**src/rtl/bht_ctrl.sv**
```systemverilog
// Access controller for a 2-bit branch history table: shares the single table
// port between zero-latency lookups and FIFO-buffered counter updates, with a clear sweep.
module bht_ctrl #(
  parameter int unsigned ADDR_W     = 10,
  parameter int unsigned QDEPTH     = 4,
  parameter int unsigned STARVE_MAX = 3
) (
  input  logic              clk,
  input  logic              rst,
  input  logic              flush,
  input  logic              lk_valid,
  input  logic [ADDR_W-1:0] lk_addr,
  output logic              lk_ready,
  output logic              lk_pred,
  output logic [1:0]        lk_state,
  input  logic              up_valid,
  input  logic [ADDR_W-1:0] up_addr,
  input  logic              up_taken,
  output logic              up_ready,
  output logic [ADDR_W-1:0] bht_addr,
  output logic [1:0]        bht_wdata,
  output logic              bht_wr,
  input  logic [1:0]        bht_rdata,
  output logic              busy
);

  localparam int unsigned PTR_W = (QDEPTH > 1) ? $clog2(QDEPTH) : 1;
  localparam int unsigned CNT_W = $clog2(QDEPTH + 1);
  localparam int unsigned STV_W = (STARVE_MAX > 0) ? $clog2(STARVE_MAX + 1) : 1;

  localparam logic [ADDR_W-1:0] CLR_LAST = {ADDR_W{1'b1}};
  localparam logic [PTR_W-1:0]  PTR_LAST = PTR_W'(QDEPTH - 1);
  localparam logic [CNT_W-1:0]  CNT_FULL = CNT_W'(QDEPTH);
  localparam logic [STV_W-1:0]  STV_MAX  = STV_W'(STARVE_MAX);

  typedef enum logic {
    ST_CLEAR = 1'b0,
    ST_RUN   = 1'b1
  } state_e;

  typedef struct packed {
    logic [ADDR_W-1:0] addr;
    logic              taken;
  } upd_t;

  state_e            state_q, state_d;
  logic [ADDR_W-1:0] clr_ptr_q, clr_ptr_d;
  upd_t              fifo_q [QDEPTH];
  logic [PTR_W-1:0]  rd_ptr_q, rd_ptr_d;
  logic [PTR_W-1:0]  wr_ptr_q, wr_ptr_d;
  logic [CNT_W-1:0]  count_q, count_d;
  logic [STV_W-1:0]  starve_q, starve_d;

  logic fifo_empty;
  logic fifo_full;
  logic push;
  logic pop;
  logic lk_grant;
  upd_t head;

  // Two-bit saturating counter with the weak-taken state skipped on a taken branch
  function automatic logic [1:0] ctr_next(input logic [1:0] cur, input logic taken);
    if (taken) begin
      ctr_next = (cur == 2'b00) ? 2'b01 : 2'b11;
    end else begin
      ctr_next = (cur == 2'b11) ? 2'b10 : 2'b00;
    end
  endfunction

  assign fifo_empty = (count_q == '0);
  assign fifo_full  = (count_q == CNT_FULL);
  assign head       = fifo_q[rd_ptr_q];
  assign up_ready   = (state_q == ST_RUN) && !fifo_full;
  assign push       = up_valid && up_ready;
  assign lk_pred    = lk_ready & bht_rdata[1];
  assign lk_state   = lk_ready ? bht_rdata : 2'b00;

  // Next-state and port arbitration; updates win once lookups have starved them
  always_comb begin
    state_d   = state_q;
    clr_ptr_d = clr_ptr_q;
    bht_addr  = lk_addr;
    bht_wdata = 2'b00;
    bht_wr    = 1'b0;
    lk_ready  = 1'b0;
    busy      = 1'b0;
    pop       = 1'b0;
    lk_grant  = 1'b0;
    case (state_q)
      ST_CLEAR: begin
        busy      = 1'b1;
        bht_addr  = clr_ptr_q;
        bht_wr    = !rst;
        clr_ptr_d = clr_ptr_q + ADDR_W'(1);
        if (flush) begin
          clr_ptr_d = '0;
        end else if (clr_ptr_q == CLR_LAST) begin
          state_d = ST_RUN;
        end
      end
      ST_RUN: begin
        if (!fifo_empty && (!lk_valid || (starve_q == STV_MAX) || fifo_full)) begin
          pop       = 1'b1;
          bht_addr  = head.addr;
          bht_wr    = 1'b1;
          bht_wdata = ctr_next(bht_rdata, head.taken);
        end else if (lk_valid) begin
          lk_grant = 1'b1;
          lk_ready = 1'b1;
        end
        if (flush) begin
          state_d   = ST_CLEAR;
          clr_ptr_d = '0;
        end
      end
      default: begin
        state_d   = ST_CLEAR;
        clr_ptr_d = '0;
      end
    endcase
  end

  // Queue bookkeeping and starvation counter
  always_comb begin
    rd_ptr_d = rd_ptr_q;
    wr_ptr_d = wr_ptr_q;
    count_d  = count_q;
    starve_d = starve_q;
    if (pop) begin
      rd_ptr_d = (rd_ptr_q == PTR_LAST) ? '0 : rd_ptr_q + PTR_W'(1);
    end
    if (push) begin
      wr_ptr_d = (wr_ptr_q == PTR_LAST) ? '0 : wr_ptr_q + PTR_W'(1);
    end
    case ({push, pop})
      2'b10:   count_d = count_q + CNT_W'(1);
      2'b01:   count_d = count_q - CNT_W'(1);
      default: count_d = count_q;
    endcase
    if (pop || fifo_empty) begin
      starve_d = '0;
    end else if (lk_grant && (starve_q != STV_MAX)) begin
      starve_d = starve_q + STV_W'(1);
    end
    if (flush) begin
      rd_ptr_d = '0;
      wr_ptr_d = '0;
      count_d  = '0;
      starve_d = '0;
    end
  end

  always_ff @(posedge clk or posedge rst) begin
    if (rst) begin
      state_q   <= ST_CLEAR;
      clr_ptr_q <= '0;
      rd_ptr_q  <= '0;
      wr_ptr_q  <= '0;
      count_q   <= '0;
      starve_q  <= '0;
    end else begin
      state_q   <= state_d;
      clr_ptr_q <= clr_ptr_d;
      rd_ptr_q  <= rd_ptr_d;
      wr_ptr_q  <= wr_ptr_d;
      count_q   <= count_d;
      starve_q  <= starve_d;
    end
  end

  always_ff @(posedge clk or posedge rst) begin
    if (rst) begin
      for (int i = 0; i < QDEPTH; i++) begin
        fifo_q[i] <= '0;
      end
    end else if (push) begin
      fifo_q[wr_ptr_q] <= '{addr: up_addr, taken: up_taken};
    end
  end

endmodule

```
**config.mk**
```make
export PLATFORM = sky130hd
export DESIGN_NAME = bht_ctrl
export DESIGN_NICKNAME = d
export VERILOG_FILES = /design/src/rtl/bht_ctrl.sv
export SDC_FILE = /design/constraint.sdc
export NUM_CORES = 1
export LEC_CHECK = 0
export ABC_AREA = 1
export CAP_MARGIN = 5
export CORE_ASPECT_RATIO = 1.1
export CORE_MARGIN = 5
export CORE_UTILIZATION = 55
export CTS_CLUSTER_SIZE = 24
export DETAILED_ROUTE_END_ITERATION = 7
export PLACE_DENSITY = 0.8
export SLEW_MARGIN = 20
export SYNTH_ARGS = -nofsm -noshare
export SYNTH_HDL_FRONTEND = slang
export SYNTH_SLANG_ARGS = --single-unit
```
**constraint.sdc**
```tcl
create_clock -name clk -period 2.7 [get_ports clk]
set_input_delay 0.675 -clock clk [delete_from_list [all_inputs] [get_ports clk]]
set_output_delay 0.675 -clock clk [all_outputs]
set_load 0.1 [all_outputs]
```
==> key figures, run 1 <==
Status
  – Status: complete, no violations

Clock network
  – Clock sink total: 64
  – Worst skew pair latency: around 0.35 ns
  – Clk root buf: clkbuf_8
  – CTS clock-pin slew for the worst setup and hold paths: about 0.080 ns
  – Clk buf depth: 2
  – H-tree depth: 3
  – CTS Buf Count: 9
  – CTS tree: built
  – Number of hold buffers added after cts: 0

Global routing
  – Largest net degree at the start of global routing: 65
  – Grt ovf: 0
  – Total GRT Usage: approximately 22%
  – Antenna violations before repair: 0
  – Vias in the first global route: 2,934
  – First-pass GRT wire length: between 10,000 and 15,000 µm

Final layout
  – # diodes: 0
  – Final design instance area without fill: roughly 4600 µm²
  – Area of the multi-input gates: between 1500 and 2000 µm²
  – FF/Latch Area: between 1500 and 2000 µm²
  – Layout cells sized above 1: around a fifth
  – Fillcell total: around 440
  – # nets final: approximately 510
  – Area growth syn-to-layout: 36.3%

Placement
  – Placed Area: 4320 µm²
  – IO buf count: between 40 and 50
  – HPWL Detailed: around 5900 µm
  – Routability Congestion: ~0.84

Route
  – First-pass iteration count of the detailed router: 4
  – DR vias: between 3,000 and 4,000
  – Final WL: 8520 µm
  – # DRC: 0
  – Iteration-0 DRC Markers: 172
  – Wire per inst: about 15 µm
  – DR vias/cell: roughly 5.5
  – Remaining antenna violation count: 0

Worst setup path
  – CP Max Fanout: 9
  – Worst r2r dst: count_q[2]$_DFFE_PP0P_
  – Largest delay share family, worst path: buffers and inverters
  – Worst setup EP type: output port
  – Buf+Inv Stages, Crit Path: 3
  – Startpoint Class: register
  – Reg2Reg Setup Slack: between 0.4 and 0.5 ns
  – Critical path's slowest cell: dfrtp_1
  – Depth of the worst register-to-register path: 15
  – Worst-path cell chain: ha_1 > inv_2 > nand2_8 > nand2_8 > buf_4 > nand3_1 > a31oi_4 > buf_12
  – Delay of the slowest critical-path stage: a little under 0.4 ns
  – Setup CP Type: register to output port
  – Crit-path most repeated cell: nand2_8
  – Crit path required time: between 2 and 2.5 ns
  – Worst R2R Start: starve_q[0]$_DFFE_PP0P_
  – Arrival time worst endpoint: a little under 2 ns

STA
  – Fin crit period: roughly 2.6 ns
  – Slew Viols, Final: 0
  – Max-slew headroom: between 60% and 70%
  – Worst slew pin tran: about 0.45 ns
  – Final Skew: between 0.006 and 0.007 ns
  – Fin Hold WS: a little under 0.5 ns
  – RSZ-0062 raised after global routing: no
  – Final setup violation count: 0
  – Hold Vio Cnt, Final: 0
  – Max Clk Rate: between 300 and 400 MHz
  – Period utilisation layout: between 90 and 100%

Floorplanning
  – Starting density of the core: 55.5%
  – Die W: between 80 and 90 µm
  – Die height: just over 90 µm
  – Site Rows: 30
  – Core region area: 6080 µm²
  – IO Pins: 47
  – Die outline area: about 7800 µm²

Flow run
  – # Max-Cap Violations: 0

Power and ir drop
  – Sw Ratio: between 20% and 30%
  – Pleak: 2.06 nW
  – Max VDD drop: just under 0.4 mV
  – Internal: about 0.0017 W
  – Switching pwr: around 0.00054 W
  – Power per cell area: 484 nW/µm²
  – Clock Power Share: 46.2%
  – Logic pwr share: 8.8%
  – Register share of total power: between 40% and 50%

Worst hold path
  – Min-delay src: fifo_q[22]$_DFFE_PP0P_
  – Worst hold endpoint: fifo_q[22]$_DFFE_PP0P_
  – Hold path cells: 2
  – Worst min path class: register to register

Synth
  – Synth area leader: dfrtp_1
  – Post-synth top area share: a little under half
  – Post-synthesis sequential area ratio: between 40% and 50%
  – Synth unique cells: 33
  – Synthesized instance count: between 400 and 500
  – Yosys reg bits: 64
  – Avg Cell Area, Syn: around 8 µm²
  – Synth area leaders: dfrtp_1 47%, o21ai_0 9.8%, nand2_1 9.0%, inv_1 6.0%, a21oi_1 4.1%
  – Post-Syn Area: around 3400 µm²
  – Yosys Warn Count: 0
  – Syn Nets: 457
registers in the layout (all words and copies together), names as in the netlist:
name,flops
clr_ptr_q,10
count_q,3
rd_ptr_q,2
fifo_q,44
starve_q,2
wr_ptr_q,2
state_q,1
through the flow:
step                      setup WS, ns  setup TNS (ns)  cells  util [%]  power (W)
final                           0.0663               0    561      75.7    0.00223
after global routing           0.00406               0    561      75.7    0.00231
after CTS                       0.0189               0    559      75.2    0.00224
after detailed placement        -0.192           -2.00    543      71.0    0.00122
after global placement          -0.173           -1.57    543      71.0    0.00121
after floorplan                 -0.680           -1.78    422         -    0.00113
final cells by class:
class / instances / share of cell area, %
clock inverter: 7 / 2.72
tap: 80 / 2.17
sequential: 64 / 34.8
multi-input combinational: 280 / 35.5
clock buffer: 9 / 2.69
timing repair buffer: 64 / 17.3
inverter: 57 / 4.73
synth_stat cells (all sizes together):
master	count
ha	6
a211oi	1
nand4	5
o211ai	1
clkbuf	5
a31oi	8
dfrtp	64
nor3	4
nand3	26
o22ai	1
fa	1
a21oi	30
nand2	85
xnor2	1
buf	17
o21ai	78
nor2	30
inv	57
o221ai	2
placed cells by master (no fill, tap or decap), types with 12 or more instances in the layout:
cell	Yosys	final
a21oi_1	28	28
buf_12	0	20
buf_4	2	17
clkdlybuf4s50_1	0	26
dfrtp_1	64	62
inv_1	54	50
nand2_1	81	79
nand3_1	24	24
nor2_1	28	24
o21ai_0	66	65
o21ai_1	12	12
metal layers:
metal / part of all wire [%] / GRT usage, %
met1: 40 / 28.1
met4: 2.3 / 8.71
met3: 7.3 / 5.75
met2: 50 / 37.0
met5: 0 / 0
worst min-delay path, cell delays in order, from the launching register on:
cell     delay, ns
dfrtp_1       0.34
nand2_1       0.05
o21ai_0       0.06
power by group through the flow:
stage / combinational, W / sequential, W / clock, W
4_1_cts: 0.000200 / 0.00100 / 0.00104
6_report: 0.000197 / 0.00100 / 0.00103
2_1_floorplan: 0.000109 / 0.00102 / 0
3_5_place_dp: 0.000199 / 0.00102 / 0
3_3_place_gp: 0.000195 / 0.00102 / 0
5_1_grt: 0.000216 / 0.00101 / 0.00109
timing repair:
action / in CTS / in global routing
pin swaps: 0 / 3
buffers inserted: 0 / 1
endpoints found under the hold margin: 0 / 0
setup endpoints to repair: 16 / 11
gates resized for setup: 2 / 5
cloned: 0 / 1
kinds of logic (layout without fill, tap and decap cells):
kind of cell	after synthesis	count (layout)	synth area share, %
AO/OA/AOI/OAI	121	121	19.1
XOR/XNOR	1	1	0.259
adder cells (fa/ha/maj)	7	7	2.82
buffers and inverters	79	137	10.0
flip-flops	64	64	47.4
AND/OR/NAND/NOR	150	151	20.4
how the worst max path moves through the flow:
stage,start,to,slack [ns],cells past startpoint
floorplan,lk_valid,lk_state[1],-0.68,7
global placement,lk_valid,lk_state[1],-0.17,8
detailed placement,lk_valid,lk_state[1],-0.19,8
CTS,count_q[0]$_DFFE_PP0P_,bht_addr[3],0.02,7
global route,starve_q[0]$_DFFE_PP0P_,bht_addr[1],0.004,8
finish,starve_q[0]$_DFFE_PP0P_,bht_addr[1],0.07,8
(Power assumes the default switching activity.)
==> run 2: changes to the inputs <==
--- a/config.mk
+++ b/config.mk
@@ -14,2 +14,3 @@
 export DETAILED_ROUTE_END_ITERATION = 7
+export GPL_ROUTABILITY_DRIVEN = 0
 export PLACE_DENSITY = 0.8
==> constraint.sdc (replaced) <==
create_clock -name clk -period 2.7 [get_ports clk]
set_input_delay 0.54 -clock clk [delete_from_list [all_inputs] [get_ports clk]]
set_output_delay 0.54 -clock clk [all_outputs]
set_load 0.1 [all_outputs]
==> run 2 against run 1 <==
Critical path depth stayed put. Die area stayed put. Sequential share of layout area is 1.5 points higher. Clock power hardly changed. Cell area is 4.3% lower. Clock skew is 0.0030 ns higher. Combinational power is 4% lower. Setup slack better by 0.074 ns. Routed wire length is 4.5% lower. Largest power group unchanged.
==> key figures, run 2 (same netlist as run 1, synthesis figures left out) <==
Worst hold path
  – Hold path cells: 2 (unchanged)
  – Worst hold endpoint: fifo_q[16]$_DFFE_PP0P_
  – Worst min path class: register to register
  – Min-delay src: fifo_q[16]$_DFFE_PP0P_

Global routing
  – Largest net degree at the start of global routing: 65 (unchanged)
  – Vias in the first global route: 2,923 (-0.37%)
  – Total GRT Usage: 22.4% (+0.025 points)
  – First-pass GRT wire length: 14,100 µm (+1.3%)
  – Antenna violations before repair: 0 (unchanged)
  – Grt ovf: 0 (unchanged)

Placement
  – IO buf count: 46 (unchanged)
  – Pre-CTS setup slack: 0.121 ns (+0.313 ns)
  – Placed insts: 534 (-1.7%)
  – HPWL Detailed: 5670 µm (-3.2%)

Final layout
  – Largest register by flop count: fifo_q
  – Top Registers: fifo_q x44, clr_ptr_q x10, count_q x3
  – Max reg flops: 44 (unchanged)
  – # nets final: 500 (-2.2%)
  – Non-Filler Instances: 550 (-2.0%)
  – # diodes: 0 (unchanged)
  – Commonest non-fill, non-tap cell in the layout: nand2_1
  – Fillcell total: 474 (+8.7%)
  – Most frequent cells in the layout: 80 x nand2_1, 65 x o21ai_0, 63 x dfrtp_1
  – Layout cells sized above 1: 16.4% (-2.5 points)
  – Area growth syn-to-layout: 30.5%

Floorplanning
  – Die W: 84.7 µm (unchanged)
  – Site Rows: 30 (unchanged)
  – Core region area: 6080 µm² (unchanged)
  – Starting density of the core: 55.5% (unchanged)
  – Die height: 92.2 µm (unchanged)
  – IO Pins: 47 (unchanged)
  – Die outline area: 7810 µm² (unchanged)

Clock network
  – CTS tree: built
  – CTS clock-pin slew for the worst setup and hold paths: 0.08 ns (about the same)
  – Clk buf depth: 2 (unchanged)
  – Worst skew pair latency: 0.35 ns (about the same)
  – CTS Buf Count: 9 (unchanged)
  – H-tree depth: 3 (unchanged)
  – Clock sink total: 64 (unchanged)
  – Clk root buf: clkbuf_8

Status
  – Status: complete, no violations

STA
  – Hold Vio Cnt, Final: 0 (unchanged)
  – Period utilisation layout: 94.8% (-2.7 points)
  – Final setup violation count: 0 (unchanged)
  – Slew Viols, Final: 0 (unchanged)
  – Max-slew headroom: 52.4% (-17 points)
  – RSZ-0062 raised after global routing: no
  – Fin crit period: 2.56 ns (-0.0739 ns)
  – Fin worst setup slack: 0.140 ns (+0.0739 ns)
  – Max Clk Rate: 391 MHz (+2.9%)
  – Worst slew pin tran: 0.712 ns (+0.257 ns)
  – Final Skew: 0.00990 ns (+0.00299 ns)

Worst setup path
  – Worst setup EP type: output port
  – Arrival time worst endpoint: 2.02 ns (+0.06 ns)
  – Worst r2r dst: count_q[2]$_DFFE_PP0P_
  – Worst R2R Start: starve_q[0]$_DFFE_PP0P_
  – Crit path required time: 2.16 ns (+0.13 ns)
  – CP Max Fanout: 16 (+7)
  – Reg2Reg Setup Slack: 0.57 ns (+0.14 ns)
  – Startpoint Class: input port
  – Depth of the worst register-to-register path: 14 (-1)
  – Setup CP Type: input port to output port

Route
  – Iteration-0 DRC Markers: 222 (+29%)
  – DR vias/cell: 5.53 (about the same)
  – First-pass iteration count of the detailed router: 4 (unchanged)
  – DR vias: 3,044 (-1.9%)
  – Wire per inst: 14.8 µm (-2.6%)
  – Final WL: 8140 µm (-4.5%)
  – Remaining antenna violation count: 0 (unchanged)
  – # DRC: 0 (unchanged)

Power and ir drop
  – Power per cell area: 500 nW/µm² (+3.2%)
  – Max VDD drop: 0.481 mV (+22%)
  – Pleak: 1.99 nW (-3.4%)

Flow run
  – # Max-Cap Violations: 0 (unchanged)
==> run 2: cell type report <==
class / count / area, µm² / share of cell area (%)
clock buffers: 9 / 124 / 2.81
well taps: 80 / 100 / 2.27
multi-input cells: 279 / 1520 / 34.6
clock inverters: 7 / 119 / 2.70
flip-flops and latches: 64 / 1600 / 36.4
repair buffers: 54 / 723 / 16.4
inverters: 57 / 214 / 4.86
==> run 2: per-stage QoR <==
stage	power [W]	util (%)	TNS (ns)	area [µm²]	hold slack, ns
5_1_grt	0.00228	72.4	0	4410	0.504
4_1_cts	0.00221	72.3	0	4400	0.486
2_1_floorplan	0.00112	-	-1.29	3470	0.448
3_5_place_dp	0.00121	68.4	0	4160	0.468
6_report	0.00220	72.4	0	4410	0.489
3_3_place_gp	0.00121	68.4	0	4160	0.463
==> run 2: repair_timing <==
action,in CTS,in global routing
hold buffers,0,0
setup endpoints to repair,0,10
setup buffers,0,0
gates resized for setup,0,2
==> run 2: layer usage <==
metal / GRT usage, % / part of all wire (%)
met1: 29.6 / 42
met2: 36.9 / 51
met3: 4.04 / 5.8
met4: 8.18 / 1.3
met5: 0 / 0
==> run 2: worst max-delay path, cell delays in order <==
cell and delay, ns:
clkdlybuf4s50_1 0.50, nand2_2 0.08, nand2_4 0.09, nand2_8 0.12, nor3_4 0.23, inv_2 0.08
nor2_4 0.17, buf_12 0.19
==> run 2: report_power, final <==
part           switching [W]  internal, W  leakage (nW)
clock               0.000395     0.000615         0.116
combinational       0.000110    0.0000799         0.997
sequential         0.0000167     0.000986         0.880
total               0.000521      0.00168          1.99
==> run 2: how the worst max path moves through the flow <==
stage                                  startpoint          end  depth (start not counted)
after global placement                   lk_valid      lk_pred                          8
after CTS                  count_q[0]$_DFFE_PP0P_  bht_addr[7]                          6
after floorplan           starve_q[0]$_DFFE_PP0P_  lk_state[1]                          9
final                                    lk_valid      lk_pred                          8
after detailed placement                 lk_valid      lk_pred                          8
after global routing                     lk_valid      lk_pred                          8
==> run 3: changes to the inputs <==
CORE_UTILIZATION = 40   (was 55)
PLACE_DENSITY = 0.61   (was 0.8)
==> run 3 against run 2 <==
First-iteration DRC count decreased by 34%. Critical path depth unchanged. Largest cell class unchanged. Register-to-register slack improved by 0.08 ns. Via count decreased by 3.4%. Non-clock buffer count increased by 3. Fmax increased by 0.98%. Routed wire length increased by 0.75%. Global-route usage decreased by 5.3 points. Combinational power about the same.
==> key figures, run 3 (same netlist as run 1, synthesis figures left out) <==
Status
  – Status: complete, no violations

Worst setup path
  – Arrival time worst endpoint: 2.00 ns (-0.02 ns)
  – Worst setup EP type: output port
  – Startpoint Class: input port
  – Crit path required time: 2.16 ns (about the same)
  – Worst R2R Start: starve_q[0]$_DFFE_PP0P_
  – Critical path's slowest cell: clkdlybuf4s50_1
  – Worst-path cell chain: clkdlybuf4s50_1 > nand2_2 > nand2_4 > nand2_8 > nor3_4 > inv_2 > nor2_4 > buf_12
  – Setup CP Type: input port to output port
  – CP Max Fanout: 16 (unchanged)
  – Worst setup startpoint: lk_valid
  – Delay of the slowest critical-path stage: 0.49 ns (about the same)

Power and ir drop
  – Switching pwr: 0.000490 W (-5.9%)
  – Register share of total power: 53.3% (+7.7 points)
  – Pleak: 1.97 nW (-1.2%)
  – Max VDD drop: 0.272 mV (-43%)
  – Power per cell area: 430 nW/µm² (-14%)
  – Sw Ratio: 26.1% (+2.4 points)
  – Logic pwr share: 10.1% (+1.5 points)
  – Overall power: 0.00188 W (-15%)
  – Clock Power Share: 36.6% (-9.2 points)
  – Internal: 0.00139 W (-17%)

STA
  – RSZ-0062 raised after global routing: no
  – Max-slew headroom: 55.2% (+2.7 points)
  – Slew Viols, Final: 0 (unchanged)
  – Hold Vio Cnt, Final: 0 (unchanged)
  – Final setup TNS: 0 ns (unchanged)
  – Worst slew pin tran: 0.671 ns (-0.0405 ns)
  – Period utilisation layout: 93.9% (-0.92 points)
  – Fin crit period: 2.54 ns (-0.0247 ns)
  – Max Clk Rate: 394 MHz (+0.98%)
  – Fin Hold WS: 0.482 ns (-0.00673 ns)
  – Final Skew: 0.00871 ns (-0.00119 ns)
  – Final setup violation count: 0 (unchanged)

Route
  – Wire per inst: 14.1 µm (-5.0%)
  – DR vias/cell: 5.04 (-8.9%)
  – DR vias: 2,939 (-3.4%)
  – # DRC: 0 (unchanged)
  – Remaining antenna violation count: 0 (unchanged)
  – Iteration-0 DRC Markers: 147 (-34%)
  – First-pass iteration count of the detailed router: 4 (unchanged)
  – Final WL: 8200 µm (+0.75%)

Final layout
  – Top Registers: fifo_q x44, clr_ptr_q x10, count_q x3
  – # nets final: 503 (+0.60%)
  – Layout cells sized above 1: 16.3% (-0.069 points)
  – # diodes: 0 (unchanged)
  – Most frequent cells in the layout: 80 x nand2_1, 65 x o21ai_0, 63 x dfrtp_1
  – Largest register by flop count: fifo_q
  – Commonest non-fill, non-tap cell in the layout: nand2_1
  – Non-Filler Instances: 583 (+6.0%)
  – Max reg flops: 44 (unchanged)
  – Area growth syn-to-layout: 29.6%
  – Final Util: 52.6% (-20 points)

Global routing
  – Total GRT Usage: 17.1% (-5.3 points)
  – Largest net degree at the start of global routing: 65 (unchanged)
  – Vias in the first global route: 2,903 (-0.68%)
  – Grt ovf: 0 (unchanged)
  – Antenna violations before repair: 0 (unchanged)
  – First-pass GRT wire length: 14,400 µm (+2.0%)

Clock network
  – Number of hold buffers added after cts: 0 (unchanged)
  – Postcts setup bufs: 0 (unchanged)
  – Clk root buf: clkbuf_8
  – CTS clock-pin slew for the worst setup and hold paths: 0.07 ns (about the same)
  – PostCTS Resize Cnt: 0 (unchanged)
  – Clk buf depth: 2 (unchanged)
  – Worst skew pair latency: 0.34 ns (about the same)
  – Clock sink total: 64 (unchanged)
  – CTS tree: built
  – H-tree depth: 3 (unchanged)
  – CTS Buf Count: 9 (unchanged)

Floorplanning
  – Die height: 106 µm (+15%)
  – Core region area: 8320 µm² (+37%)
  – Starting density of the core: 40.6% (-15 points)
  – Die outline area: 10,400 µm² (+33%)
  – Die W: 97.6 µm (+15%)
  – IO Pins: 47 (unchanged)
  – Site Rows: 35 (+17%)

Placement
  – IO buf count: 46 (unchanged)
  – Placed insts: 568 (+6.4%)
  – HPWL Detailed: 5790 µm (+2.2%)

Worst hold path
  – Min-delay src: fifo_q[38]$_DFFE_PP0P_
  – Worst min path class: register to register

Flow run
  – # Max-Cap Violations: 0 (unchanged)
[run 3: area by class of cell]
class,instances,area (µm²)
Fill cell,826,3940
Sequential cell,64,1600
Multi-Input combinational cell,279,1520
Timing Repair Buffer,57,746
Inverter,57,214
Tap cell,111,139
Clock buffer,11,131
Clock inverter,4,22.5
[run 3: final timing paths]
check	slack (ns)	endpoint	depth (start not counted)
worst max-delay path	0.16	lk_pred	8
worst min-delay path	0.48	fifo_q[38]$_DFFE_PP0P_	2
worst max register to register	0.65	count_q[2]$_DFFE_PP0P_	14
worst min register to register	0.48	fifo_q[38]$_DFFE_PP0P_	2
max in group asynchronous	1.79	fifo_q[13]$_DFFE_PP0P_	3
min in group asynchronous	0.63	count_q[2]$_DFFE_PP0P_	3
[run 3: worst max-delay path: cells and delay by family]
kind          cells  cell delay [ns]
buf+inv           3             0.76
simple gates      5             0.69
[run 3: power groups by stage]
stage	combinational [W]	sequential (W)	clock, W
6_report	0.000189	0.00100	0.000689
5_1_grt	0.000212	0.00101	0.000754
4_1_cts	0.000194	0.00100	0.000704
3_5_place_dp	0.000193	0.00102	0
3_3_place_gp	0.000190	0.00102	0
2_1_floorplan	0.000104	0.00102	0
[run 3: per-stage QoR]
step                      area (µm²)  worst slack, ns
after floorplan                 3470           -0.507
after global placement          4220            0.159
after detailed placement        4220            0.152
after CTS                       4370           0.0659
after global routing            4380           0.0607
final                           4380            0.165
[run 3: routing by layer]
| layer | routed length (µm) | GRT usage, % |
|---|---|---|
| met1 | 3860 | 23.3 |
| met2 | 3850 | 27.2 |
| met3 | 353 | 3.54 |
| met4 | 135 | 5.84 |
| met5 | 0 | 0 |
